File: src/rtl/wb_write_buffer.sv
// wb_write_buffer: posted write-back buffer between the cache memory port and main memory.
// Latency: writes and read hits complete 1 cycle after the request; a read miss from IDLE takes memory latency + 2.
// Backpressure: a write with no coalesce target is held while full; read misses wait behind an in-flight drain.
//
// Ports:
//   clk, rst_n            clock, asynchronous active-low reset
//   addr/re/we/wdata      upstream line request (held until rdy), eviction data
//   rd_data/rdy           upstream read data and one-cycle completion pulse
//   m_addr/m_re/m_we      memory request (held until m_rdy), m_wdata write data
//   m_rd_data/m_rdy       memory read data and one-cycle completion pulse
//   full/empty/count      buffer occupancy
module wb_write_buffer #(
    parameter int DEPTH = 4,
    parameter int CNT_W = 3
) (
    input  logic             clk,
    input  logic             rst_n,
    input  logic [13:0]      addr,
    input  logic             re,
    input  logic             we,
    input  logic [63:0]      wdata,
    output logic [63:0]      rd_data,
    output logic             rdy,
    output logic [13:0]      m_addr,
    output logic             m_re,
    output logic             m_we,
    output logic [63:0]      m_wdata,
    input  logic [63:0]      m_rd_data,
    input  logic             m_rdy,
    output logic             full,
    output logic             empty,
    output logic [CNT_W-1:0] count
);

    localparam int PTR_W = $clog2(DEPTH);

    typedef enum logic [1:0] {
        ST_IDLE = 2'd0,
        ST_MRD  = 2'd1,
        ST_MWR  = 2'd2
    } state_t;

    state_t           r_state;
    logic [DEPTH-1:0] r_vld;
    logic [13:0]      r_addr [DEPTH];
    logic [63:0]      r_dat  [DEPTH];
    logic [PTR_W-1:0] r_head;
    logic [PTR_W-1:0] r_tail;
    logic [CNT_W-1:0] r_count;
    logic             r_rdy;
    logic             r_m_re;
    logic             r_m_we;
    logic [13:0]      r_m_addr;
    logic [63:0]      r_m_wdata;
    logic [63:0]      r_rd_data;

    logic             w_full;
    logic             w_empty;
    logic             w_req;
    logic             w_wr;
    logic             w_rd;
    logic             w_rd_hit;
    logic             w_wr_hit;
    logic [PTR_W-1:0] w_rd_idx;
    logic [PTR_W-1:0] w_wr_idx;
    logic [PTR_W-1:0] w_scan_idx;
    logic             w_coalesce;
    logic             w_enq;
    logic             w_rd_hit_go;
    logic             w_rd_miss;
    logic             w_drain_start;
    logic             w_drain_done;

    assign w_full  = (r_count == CNT_W'(DEPTH));
    assign w_empty = (r_count == '0);

    // A request is ignored during its own rdy cycle so it is not serviced twice.
    assign w_req = (re | we) & ~r_rdy;
    assign w_wr  = w_req & we;
    assign w_rd  = w_req & re & ~we;

    // Scan oldest to youngest so the last match is the youngest copy of a line.
    // The head being written out is excluded from write coalescing: its data is
    // already committed to the memory bus, so a new write must create a new entry.
    always_comb begin
        w_rd_hit   = 1'b0;
        w_wr_hit   = 1'b0;
        w_rd_idx   = '0;
        w_wr_idx   = '0;
        w_scan_idx = '0;
        for (int k = 0; k < DEPTH; k++) begin
            w_scan_idx = r_head + PTR_W'(k);
            if (r_vld[w_scan_idx] && (r_addr[w_scan_idx] == addr)) begin
                w_rd_hit = 1'b1;
                w_rd_idx = w_scan_idx;
                if (!((r_state == ST_MWR) && (w_scan_idx == r_head))) begin
                    w_wr_hit = 1'b1;
                    w_wr_idx = w_scan_idx;
                end
            end
        end
    end

    assign w_coalesce    = w_wr & w_wr_hit;
    assign w_enq         = w_wr & ~w_wr_hit & ~w_full;
    assign w_rd_hit_go   = w_rd & w_rd_hit;
    assign w_rd_miss     = w_rd & ~w_rd_hit;
    assign w_drain_done  = (r_state == ST_MWR) & m_rdy;
    // Read misses take priority over starting the next drain.
    assign w_drain_start = (r_state == ST_IDLE) & ~w_rd_miss & ~w_empty;

    // Entry storage
    always_ff @(posedge clk or negedge rst_n) begin
        if (!rst_n) begin
            for (int i = 0; i < DEPTH; i++) begin
                r_addr[i] <= '0;
                r_dat[i]  <= '0;
            end
        end else begin
            if (w_enq) begin
                r_addr[r_tail] <= addr;
                r_dat[r_tail]  <= wdata;
            end
            if (w_coalesce) begin
                r_dat[w_wr_idx] <= wdata;
            end
        end
    end

    // Valid bits, pointers and occupancy
    always_ff @(posedge clk or negedge rst_n) begin
        if (!rst_n) begin
            r_vld   <= '0;
            r_head  <= '0;
            r_tail  <= '0;
            r_count <= '0;
        end else begin
            // A drain retires a non-empty head, so tail != head whenever both fire.
            if (w_drain_done) begin
                r_vld[r_head] <= 1'b0;
                r_head        <= r_head + PTR_W'(1);
            end
            if (w_enq) begin
                r_vld[r_tail] <= 1'b1;
                r_tail        <= r_tail + PTR_W'(1);
            end
            case ({w_enq, w_drain_done})
                2'b10:   r_count <= r_count + CNT_W'(1);
                2'b01:   r_count <= r_count - CNT_W'(1);
                default: r_count <= r_count;
            endcase
        end
    end

    // Memory FSM and registered upstream/memory outputs
    always_ff @(posedge clk or negedge rst_n) begin
        if (!rst_n) begin
            r_state   <= ST_IDLE;
            r_rdy     <= 1'b0;
            r_rd_data <= '0;
            r_m_re    <= 1'b0;
            r_m_we    <= 1'b0;
            r_m_addr  <= '0;
            r_m_wdata <= '0;
        end else begin
            r_rdy <= 1'b0;
            if (w_coalesce || w_enq) begin
                r_rdy <= 1'b1;
            end
            if (w_rd_hit_go) begin
                r_rd_data <= r_dat[w_rd_idx];
                r_rdy     <= 1'b1;
            end
            case (r_state)
                ST_IDLE: begin
                    if (w_rd_miss) begin
                        r_state  <= ST_MRD;
                        r_m_re   <= 1'b1;
                        r_m_addr <= addr;
                    end else if (w_drain_start) begin
                        r_state  <= ST_MWR;
                        r_m_we   <= 1'b1;
                        r_m_addr <= r_addr[r_head];
                        // A write coalescing into the head in this same cycle must
                        // be what goes out, or its data would be lost on retire.
                        if (w_coalesce && (w_wr_idx == r_head)) begin
                            r_m_wdata <= wdata;
                        end else begin
                            r_m_wdata <= r_dat[r_head];
                        end
                    end
                end
                ST_MRD: begin
                    if (m_rdy) begin
                        r_state   <= ST_IDLE;
                        r_m_re    <= 1'b0;
                        r_rd_data <= m_rd_data;
                        r_rdy     <= 1'b1;
                    end
                end
                ST_MWR: begin
                    if (m_rdy) begin
                        r_state <= ST_IDLE;
                        r_m_we  <= 1'b0;
                    end
                end
                default: begin
                    r_state <= ST_IDLE;
                    r_m_re  <= 1'b0;
                    r_m_we  <= 1'b0;
                end
            endcase
        end
    end

    assign rd_data = r_rd_data;
    assign rdy     = r_rdy;
    assign m_addr  = r_m_addr;
    assign m_re    = r_m_re;
    assign m_we    = r_m_we;
    assign m_wdata = r_m_wdata;
    assign full    = w_full;
    assign empty   = w_empty;
    assign count   = r_count;

endmodule
File: config.mk
export PLATFORM = sky130hd
export DESIGN_NAME = wb_write_buffer
export DESIGN_NICKNAME = d
export VERILOG_FILES = /design/src/rtl/wb_write_buffer.sv
export SDC_FILE = /design/constraint.sdc
export NUM_CORES = 1
export LEC_CHECK = 0
export ABC_AREA = 1
export BUFFER_PORTS_ARGS = -buffer_cell sky130_fd_sc_hd__buf_4
export CORE_ASPECT_RATIO = 1.25
export CORE_MARGIN = 8
export CORE_UTILIZATION = 40
export DETAILED_ROUTE_END_ITERATION = 10
export GPL_ROUTABILITY_DRIVEN = 0
export PLACE_DENSITY = 0.59
export SLEW_MARGIN = 30
export SYNTH_ARGS = -nofsm -noshare
export SYNTH_HDL_FRONTEND = slang
export SYNTH_SLANG_ARGS = --single-unit
File: constraint.sdc
create_clock -name clk -period 5.4 [get_ports clk]
set_clock_uncertainty 0.15 [all_clocks]
set_input_delay 1.08 -clock clk [delete_from_list [all_inputs] [get_ports clk]]
set_output_delay 1.08 -clock clk [all_outputs]
set_load 0.05 [all_outputs]
=== Yosys cells after proc, flatten, opt, wreduce, memory -nomap -nowiden ===
Index checks and enable logic that the tools add are counted.

* Register bits after elaboration: 470
* Latch bits: 0
* Bits in writable memories: 0
* Memory bits (read-only): 0
* Bits of input ports: 147
* Output and inout bits: 150
* Logic and storage cells: 204
* Memories: 0

* Add/sub/neg operators: 6
* $mul: 0
* Div/mod/pow operators: 0
* Order comparisons: 16
* Equality and inequality tests: 20
* Shift operators: 0
* Multiplexer cells: 88
* Bitwise operators: 32
* Reduce and logical (&&, ||, !) cells: 23

{| class="wikitable"
|+ Operator list
! kind !! number
|-
| $mux W64 || 10
|-
| $bwmux W256 || 2
|-
| $mux W256 || 2
|-
| $bmux W64 S2 || 2
|-
| $demux W64 S2 || 2
|-
| $mux W14 || 11
|-
| $bmux W14 S2 || 4
|-
| $bwmux W56 || 1
|-
| $eq A14 B14 Y1 || 4
|-
| $mux W2 || 15
|-
| $demux W14 S2 || 1
|-
| $mux W1 || 26
|-
| $ge A3 B3 Y1 const B || 7
|-
| $not A2 Y3 || 7
|-
| $lt A2 B3 Y1 const B || 5
|-
| $and A1 B1 Y1 || 12
|-
| $logic_and A1 B1 Y1 || 12
|-
| $ne A2 B2 Y1 const B || 5
|-
| $not A1 Y1 || 9
|-
| $bmux W1 S2 || 4
|-
| $eq A2 B2 Y1 || 4
|-
| $mux W4 || 2
|-
| $lt A3 B1 Y1 const B || 2
|-
| $pmux W1 S3 || 2
|-
| other kinds (25) || 34
|}

=== Longest topological paths before layout ===
Gate-level depths: netlist of run 1.

* Depth after elaboration: 21
* Mapped depth: 30
* Gate-level depth less buffers: 24

=== Worst setup path before layout of run 1 ===
Ideal clock, no wire load.

* Path kind: reg2reg
* From: reg r_head[0]
* To: reg r_count[2], in the netlist count[2]
* Library setup time: 131 ps
* Arrival: 3810 ps
* Required time: 5119 ps
* Slack: 1309 ps
* Cell stages (with the launch flop): 23
* Path buffers: 5
* Clock period less this slack: 4091 ps
* Cell sequence: dfrtp_1 > buf_6 > inv_2 > buf_6 > buf_4 > clkbuf_1 > ha_1 > inv_2 > clkbuf_1 > nand3_1 > nand3_1 > nand4_1 > nor3_1 > nand2_2 > nand2_1 > nor2_2 > nand2_1 > ha_1 > inv_1 > fa_1 > a21oi_1 > o21ai_0 > xor2_1

* Elaborated cells between the ends (all ways): 55
* Classes of those cells: 3 x add/sub; 9 x eq/ne; 28 x mux; 7 x bitwise; 8 x reduce/logical

{| class="wikitable"
|+ RTL lines
! what !! RTL line !! text
|-
| start: declaration || 47 || <nowiki>logic [PTR_W-1:0] r_head;</nowiki>
|-
| start signal: assignment || 141 || <nowiki>r_head <= r_head + PTR_W'(1);</nowiki>
|-
| $add A2 B2 Y2 * || 92 || <nowiki>w_scan_idx = r_head + PTR_W'(k);</nowiki>
|-
| net w_scan_idx[0] || 66 || <nowiki>logic [PTR_W-1:0] w_scan_idx;</nowiki>
|-
| $not A2 Y3 (implied by the code) || 93 || <nowiki>if (r_vld[w_scan_idx] && (r_addr[w_scan_idx] == addr)) begin</nowiki>
|-
| $bmux W14 S2 || 93 ||
|-
| $mux W14 (implied by the code) (2 in series) || 93 ||
|-
| $eq A14 B14 Y1 || 93 ||
|-
| $logic_and A1 B1 Y1 || 93 ||
|-
| $mux W1 * || 93 ||
|-
| $not A1 Y1 * || 105 || <nowiki>assign w_enq = w_wr & ~w_wr_hit & ~w_full;</nowiki>
|-
| $and A1 B1 Y1 * (2 in series) || 105 ||
|-
| $eq A2 B1 Y1 / $eq A2 B2 Y1 (equally long branches) || 147 || <nowiki>case ({w_enq, w_drain_done})</nowiki>
|-
| $pmux W3 S2 / $reduce_bool A2 Y1 (equally long branches) || - ||
|-
| end signal: assignment || 148 || <nowiki>2'b10: r_count <= r_count + CNT_W'(1);</nowiki>
|-
| end signal: assignment || 149 || <nowiki>2'b01: r_count <= r_count - CNT_W'(1);</nowiki>
|-
| end signal: assignment || 150 || <nowiki>default: r_count <= r_count;</nowiki>
|-
| end: declaration || 49 || <nowiki>logic [CNT_W-1:0] r_count;</nowiki>
|}

Mark *: on every way through the listed nets, which the timed path passes. The rest lies on a longest branch. The select of a mux whose other input is x is not followed.
A chain may end at the register's enable or synchronous reset.

=== Worst setup path in the final report of run 1 ===
* From: reg r_head[0]
* To: reg r_dat[164] (netlist name)

* Cells in the longest elaborated chain, start to end: 20
* Elaborated cells between the ends (all ways): 69
* Classes of those cells: 3 x add/sub; 2 x order compare; 7 x eq/ne; 40 x mux; 9 x bitwise; 8 x reduce/logical

{| class="wikitable"
|+ Ends and longest elaborated chain
! what !! RTL line !! text
|-
| branches (longest 19 deep; another with $add A2 B1 Y2) || - ||
|-
| $mux W256 * || 124 || <nowiki>if (w_coalesce) begin</nowiki>
|-
| end signal: indexed assignment || 122 || <nowiki>r_dat[r_tail] <= wdata;</nowiki>
|-
| end signal: indexed assignment || 125 || <nowiki>r_dat[w_wr_idx] <= wdata;</nowiki>
|-
| end: declaration || 46 || <nowiki>logic [63:0] r_dat [DEPTH];</nowiki>
|}

Mark *: on every way between the ends. The select of a mux whose other input is x is not followed.

==> impl_results.md, run 1 <==
- Area share of fa/ha/maj cells after synthesis: less than 1%
- Total congestion overflow after global routing: 0
- Hold Fails Final Rpt: 0
- Power spent charging and discharging nets: 10.44 mW
- Most common cell after layout, fill and taps aside: sky130_fd_sc_hd__nand2_1
- Status: finished clean
- Pin count of the biggest net entering global routing: 210
- Vias in the first global route: around 25000
- First-pass DRT Iterations: 7
- Wire length of the first global-routing pass: between 100 and 150 mm
- Number of buffers added to fix hold violations after cts: 0
- Mean area per synthesized cell: between 6 and 7 um^2
- Net switching fraction of the power: just under 50%
- Worst r2r dst: r_dat[164]
- Worst-Skew Late Latency: slightly above 0.6 ns
- Detailed-route vias per instance: 5.288
- CP Data Arrival Time: approximately 4.7 ns
- Highest clock frequency the design can meet: between 0.2 and 0.25 GHz
- Final critical delay including setup and external delays: between 4 and 5 ns
- Final net count: roughly 4100
- Top library cells by usage in the layout, fill and taps aside: sky130_fd_sc_hd__nand2_1, sky130_fd_sc_hd__nand3_1, sky130_fd_sc_hd__dfrtp_1
- Final setup viols: 0
- # Max-Cap Violations: 0
- Post-synthesis cell count: 3795
- Seq cells post-synth: 470
- Overall die height: ~300 um
- Routed length per instance: a little under 20 um
- RSZ-0062 raised after global routing: no
- Final Total Pwr: 21.36 mW
- Clock transition at path regs: about 0.060 ns
- Classification of the worst-slack hold path: in2async
- Final HPWL from detailed placement: 60.83 mm
- Dominant combinational cell family by area after synthesis: simple AND/OR/NAND/NOR gates
- Cell leakage power: 15.96 nW
- Number of max-slew violations in the final report: 0
- Buffer levels on the longest clock path: 3
- Tightest Pin Transition: 1.031 ns
- Cell area power density: roughly 690 nW/um^2
- R2R Path Start: r_head[0]
- Post-route DRC: 0
- Number of antenna violations at the first check in global routing: 5
- Reg2Reg Depth: 17
- Total of buffers placed on input and output ports: between 200 and 300
- Proportion of power drawn by flip-flops and latches: ~30%
- Post-detailed-route count of antenna-violating nets: 0
- Area of the die: ~75000 um^2
- Clock buffer count from CTS: 51
- Clock tree from TritonCTS: yes
- Placeable Area: roughly 66000 um^2
- Type of element capturing the critical path: register
- Share of the clock period used by the worst path after layout: between 70% and 80%
- Share of flip-flops with an asynchronous set or reset after synthesis: 100.0%
- Number of clock sinks: between 400 and 500
- Setup TNS after final layout: 0 ns
- Internal cell power: between 10 and 15 mW
- Post-synthesis to final-layout area growth: 17.44%
- Synthesized-area fraction occupied by xor and xnor cells: less than 1%
- Proportion of power drawn by the clock network: between 10% and 20%
- Fraction of final layout cells with drive strength greater than 1: a little under an eighth
- Count of distinct cell types in the synthesized netlist: 41
- Worst R2R Setup Slack: between 1 and 1.5 ns
- Number of placement rows: 105
- Starting Density: between 40% and 50%
- Post-cts sizing count: 0
- Synthesized-area fraction occupied by ao, oa, aoi and oai cells: between 10% and 20%
- Level count of the clock H-tree: 2
- Number of warnings printed during yosys synthesis: 0
- Peak supply drop: approximately 450 uV
- EDFF count, synth: 0
- Required time worst endpoint: a little under 6 ns
- Top-Level Pins: about 300
- Most used flip-flop cell after synthesis: sky130_fd_sc_hd__dfrtp_1
- Number of vias after detailed routing: between 20000 and 30000
- Kind of start point of the critical path: register
- Comb power frac: 53.4%
- Synthesized netlist net count: between 3000 and 4000
- Worst max-slew margin expressed relative to the limit: between 30 and 40%
- Iteration-0 DRC count of the detailed router: 2239
- Post CTS Setup Buffer Count: 0
- Post-synthesis mux area share: 0%
- Critical path launch point: r_head[0]
- Area share of and/or/nand/nor cells after synthesis: around a third
- Post-layout util: around 47%
- Synthesized area: 26480 um^2
- X dimension of the die: roughly 250 um
- Root Driver: sky130_fd_sc_hd__clkbuf_16
- Total routed wirelength: 95.08 mm
- Worst setup path category: reg2reg
- Sequential element share of the synthesized area: between 40% and 50%
- Total routing resource utilization after global routing: 24.78%
- Crit Path Max Fanout: around 210
[power groups by stage]
stage	Clock, mW	Combinational (mW)	Sequential [mW]
2_1_floorplan	0	6.37	7.87
3_3_place_gp	0	11.3	6.32
3_5_place_dp	0	11.4	6.32
4_1_cts	3.74	11.4	6.29
5_1_grt	3.87	12.6	6.49
6_report	3.65	11.4	6.30
[sequential cells by signal (all words and copies together), names as in the netlist]
register  count
m_wdata      64
r_addr       56
m_re          1
r_head        2
rdy           1
r_dat       256
rd_data      64
count         3
r_state       2
r_tail        2
m_addr       14
m_we          1
r_vld         4
[worst max-delay path, stage by stage (launching register included)]
cell	delay (ns)
sky130_fd_sc_hd__dfrtp_4	0.43
sky130_fd_sc_hd__buf_12	0.64
sky130_fd_sc_hd__nand2_1	0.16
sky130_fd_sc_hd__nand3_1	0.13
sky130_fd_sc_hd__o21ai_0	0.13
sky130_fd_sc_hd__or2_2	0.34
sky130_fd_sc_hd__nand4_1	0.08
sky130_fd_sc_hd__nor3_1	0.07
sky130_fd_sc_hd__nand2_2	0.17
sky130_fd_sc_hd__nand2_1	0.12
sky130_fd_sc_hd__nor2_2	0.22
sky130_fd_sc_hd__nand2_1	0.21
sky130_fd_sc_hd__inv_2	0.17
sky130_fd_sc_hd__nand2_1	0.13
sky130_fd_sc_hd__nand2_4	0.38
sky130_fd_sc_hd__buf_12	0.31
sky130_fd_sc_hd__nor2_1	0.08
sky130_fd_sc_hd__a21oi_1	0.13
[worst max-delay path by stage]
stage                   to  slack (ns)  cells past startpoint
3_3_place_gp   rd_data[14]        1.23                     18
4_1_cts         r_dat[189]        1.16                     19
5_1_grt        rd_data[55]        0.82                     20
3_5_place_dp   rd_data[14]        1.21                     18
2_1_floorplan     count[2]        1.31                     22
6_report        r_dat[164]        1.09                     17
[cell families after synthesis]
kind of cell	Yosys count
AND/OR/NAND/NOR	2059
AO/OA/AOI/OAI	615
XOR/XNOR	9
buffers and inverters	629
adder cells (fa/ha/maj)	13
flip-flops	470
[cells in the mapped netlist (2+ instances only)]
cell / number / share of area (%)
sky130_fd_sc_hd__a21oi_1: 135 / 2.6
sky130_fd_sc_hd__a22o_1: 28 / 0.93
sky130_fd_sc_hd__and2_1: 3 / 0.071
sky130_fd_sc_hd__buf_1: 10 / 0.14
sky130_fd_sc_hd__buf_2: 76 / 1.4
sky130_fd_sc_hd__buf_4: 13 / 0.37
sky130_fd_sc_hd__buf_6: 21 / 0.89
sky130_fd_sc_hd__clkbuf_1: 111 / 1.6
sky130_fd_sc_hd__clkbuf_2: 6 / 0.11
sky130_fd_sc_hd__dfrtp_1: 470 / 44
sky130_fd_sc_hd__ha_1: 12 / 0.57
sky130_fd_sc_hd__inv_1: 381 / 5.4
sky130_fd_sc_hd__inv_2: 10 / 0.14
sky130_fd_sc_hd__nand2_1: 1326 / 19
sky130_fd_sc_hd__nand2_2: 6 / 0.14
sky130_fd_sc_hd__nand3_1: 558 / 11
sky130_fd_sc_hd__nand4_1: 13 / 0.31
sky130_fd_sc_hd__nor2_1: 135 / 1.9
sky130_fd_sc_hd__nor2_2: 3 / 0.071
sky130_fd_sc_hd__nor3_1: 5 / 0.094
sky130_fd_sc_hd__nor3_2: 2 / 0.076
sky130_fd_sc_hd__o21a_1: 2 / 0.057
sky130_fd_sc_hd__o21ai_0: 332 / 6.3
sky130_fd_sc_hd__o21ai_1: 76 / 1.4
sky130_fd_sc_hd__o22ai_1: 37 / 0.87
sky130_fd_sc_hd__or2_2: 2 / 0.047
sky130_fd_sc_hd__xor2_1: 8 / 0.26
[through the flow]
stage                     hold WS, ns  setup slack (ns)  instance area [um^2]  instances
after floorplan                0.2997             1.309                 26480       3795
after global placement         0.3136             1.228                 29320       4765
after detailed placement       0.3175             1.210                 29320       4765
after CTS                      0.3346             1.159                 31060       4858
after global routing           0.1783            0.8190                 31090       4860
final                          0.1906             1.087                 31100       4861
[metal layers]
layer	wire length (um)	track usage, %
met4	3293	9.004
met5	35	0
met3	6020	3.713
met1	39080	31.45
met2	46650	42.22
[final cells by class]
class / instances / area [um^2]
Multi-Input combinational cell: 2696 / 12120
Timing Repair Buffer: 352 / 2912
Antenna cell: 2 / 5.005
Clock buffer: 79 / 1553
Fill cell: 6674 / 34460
Tap cell: 856 / 1071
Inverter: 392 / 1473
Sequential cell: 470 / 11770
Clock inverter: 14 / 191.4
Note: power is estimated with default switching activity, not from simulation.
==> inputs of run 2 (changes only) <==
Settings changed: PLACE_DENSITY 0.59 to 0.61.
Clock period 5.4 ns to 3.59 ns, I/O delays scaled along.
==> run 2 against run 1 <==
The flow now finishes with violations (negative setup slack). Global-route usage is 0.15 points lower. Sequential cell count stayed put. Non-clock buffer count is 187 higher. Critical path type unchanged. Largest power group unchanged.
==> impl_results.md, run 2 (synthesis gave the netlist of run 1 again) <==
- Final net count: 4313
- R2R Path Start: r_head[0]
- Total routed wirelength: 100.1 mm
- Reg2Reg Depth: 22
- Starting Density: about two fifths
- Final setup viols: 1
- Hold Fails Final Rpt: 0
- Placeable Area: between 60000 and 70000 um^2
- Worst max-slew margin expressed relative to the limit: around a third
- Status: complete, but fails checks
- CP Data Arrival Time: ~4 ns
- Kind of start point of the critical path: register
- Required time worst endpoint: 4.00 ns
- Worst hold endpoint: r_dat[81]
- Number of max-slew violations in the final report: 0
- Highest clock frequency the design can meet: approximately 0.28 GHz
- Cell leakage power: 17.31 nW
- Classification of the worst-slack hold path: in2reg
- Root Driver: sky130_fd_sc_hd__clkbuf_16
- Post-layout util: around 52%
- Worst-Skew Late Latency: around 0.63 ns
- Type of element capturing the critical path: register
- Violations in the final reports: negative setup slack
- Buffer levels on the longest clock path: 3
- Clock tree from TritonCTS: yes
- Clock buffer count from CTS: 52
- Worst R2R Setup Slack: -0.0009 ns
- First-pass DRT Iterations: 8
- Final critical delay including setup and external delays: 3.591 ns
- Register with the highest flop count: r_dat
- RSZ-0062 raised after global routing: yes
- Peak supply drop: about 640 uV
- Vias in the first global route: between 20000 and 30000
- Total congestion overflow after global routing: 0
- Post-detailed-route count of antenna-violating nets: 0
- Fraction of final layout cells with drive strength greater than 1: between 10% and 20%
- Final Hold Slack: approximately 0.17 ns
- Total of buffers placed on input and output ports: about 300
- Iteration-0 DRC count of the detailed router: 2418
- Startpoint of the lowest-slack hold path: wdata[17]
- Worst r2r dst: m_wdata[43]
- Share of the clock period used by the worst path after layout: 100.0%
- Routed length per instance: just under 20 um
- Post-placement setup slack: -0.04687 ns
- Top-Level Pins: between 200 and 300
- Number of clock sinks: 470
- Number of vias after detailed routing: about 27000
- Most common cell after layout, fill and taps aside: sky130_fd_sc_hd__nand2_1
- # Max-Cap Violations: 0
- Cell count of the worst hold path: 3
- Total routing resource utilization after global routing: 24.63%
- Top library cells by usage in the layout, fill and taps aside: sky130_fd_sc_hd__nand2_1, sky130_fd_sc_hd__nand3_1, sky130_fd_sc_hd__dfrtp_1
- Tightest Pin Transition: just over 1 ns
- Number of antenna violations at the first check in global routing: 10
- Crit Path Max Fanout: 9
- Detailed-route vias per instance: roughly 5.4
- Number of placement rows: approximately 110
- Post-route DRC: 0
- Cell area power density: approximately 1000 nW/um^2
- Overall die height: 303.7 um
- X dimension of the die: about 250 um
- Area of the die: 74740 um^2
- Largest register FFs: approximately 260
- Level count of the clock H-tree: 2
- Worst setup path category: reg2reg
- Wire length of the first global-routing pass: about 150 mm
- Post-synthesis to final-layout area growth: 28.51%
- Final HPWL from detailed placement: 65.00 mm
- Pin count of the biggest net entering global routing: 89
- Clock transition at path regs: approximately 0.06 ns
- Worst Setup Slack, final: -0.0009264 ns
[run 2: cell types whose count changed in the layout (fill, tap and decap cells not counted), moves of 35 or more]
cell / change
sky130_fd_sc_hd__buf_4: +103
sky130_fd_sc_hd__buf_12: +44
sky130_fd_sc_hd__nand3_1: -41
sky130_fd_sc_hd__nand2_1: -40
sky130_fd_sc_hd__nand3_2: +37
sky130_fd_sc_hd__nand2_2: +35
[run 2: critical path, cell delays in order, from the launching register on]
cell                        delay [ns]
sky130_fd_sc_hd__dfrtp_4          0.43
sky130_fd_sc_hd__inv_4            0.05
sky130_fd_sc_hd__ha_4             0.36
sky130_fd_sc_hd__clkinv_8         0.11
sky130_fd_sc_hd__buf_12           0.14
sky130_fd_sc_hd__buf_4            0.12
sky130_fd_sc_hd__nand3_1          0.07
sky130_fd_sc_hd__nand2_1          0.06
sky130_fd_sc_hd__xor2_1           0.14
sky130_fd_sc_hd__inv_1            0.13
sky130_fd_sc_hd__nand3_1          0.11
sky130_fd_sc_hd__nor4_1           0.26
sky130_fd_sc_hd__nand2_2          0.18
sky130_fd_sc_hd__nand2_2          0.12
sky130_fd_sc_hd__nor2_2           0.04
sky130_fd_sc_hd__nor2_2           0.14
sky130_fd_sc_hd__buf_4            0.15
sky130_fd_sc_hd__nand4_4          0.18
sky130_fd_sc_hd__buf_8            0.21
sky130_fd_sc_hd__clkbuf_16        0.18
sky130_fd_sc_hd__nand2_1          0.07
sky130_fd_sc_hd__nand3_1          0.08
sky130_fd_sc_hd__nand2_1          0.07
[run 2: final cells by class]
cell class,count,area [um^2]
fill,6371,31530
multi-input combinational,2698,12650
sequential,470,11770
timing repair buffer,539,5268
clock buffer,84,1602
inverter,392,1491
tap,856,1071
clock inverter,12,161.4
antenna,5,12.51
[run 2: report_power, final]
part	internal [mW]	switching, mW	total (mW)
registers	7.89	1.59	9.49
clock network	3.21	2.33	5.54
logic	6.95	12.7	19.6
total	18.1	16.6	34.6
[run 2: worst max-delay path by stage]
| stage | startpoint | to | slack, ns |
|---|---|---|---|
| finish | r_head[0] | m_wdata[43] | -0.0009 |
| detailed placement | r_head[0] | rd_data[47] | -0.05 |
| global route | r_head[0] | rd_data[41] | -0.14 |
| global placement | r_head[1] | m_wdata[56] | -0.02 |
| CTS | r_head[1] | m_wdata[45] | 0.004 |
| floorplan | r_head[0] | count[2] | 0.01 |
[run 2: layer usage]
| metal | up-vias | track usage, % | wire [um] |
|---|---|---|---|
| met5 | - | 0 | 65 |
| met1 | 12950 | 31.97 | 41060 |
| li1 | 12900 | - | - |
| met4 | 10 | 8.742 | 3164 |
| met2 | 1128 | 40.86 | 48140 |
| met3 | 193 | 4.178 | 7639 |
[run 2: through the flow]
| step | instances | total power, mW | cell area, um^2 | TNS [ns] |
|---|---|---|---|---|
| floorplan | 3795 | 21.52 | 26540 | 0 |
| global placement | 4915 | 27.37 | 30970 | -0.05064 |
| detailed placement | 4915 | 27.58 | 30970 | -0.3773 |
| CTS | 5014 | 33.31 | 32810 | 0 |
| global route | 5054 | 37.07 | 34020 | -17.32 |
| finish | 5056 | 34.64 | 34030 | -0.0009264 |
[run 2: repair_timing]
item | CTS | global route
pin swaps | 1 | 34
hold endpoints to repair | 21 | 0
buffers inserted | 1 | 14
setup endpoints to repair | 24 | 394
hold buffers | 1 | 0
gates cloned | 1 | 23
resized for setup | 8 | 167
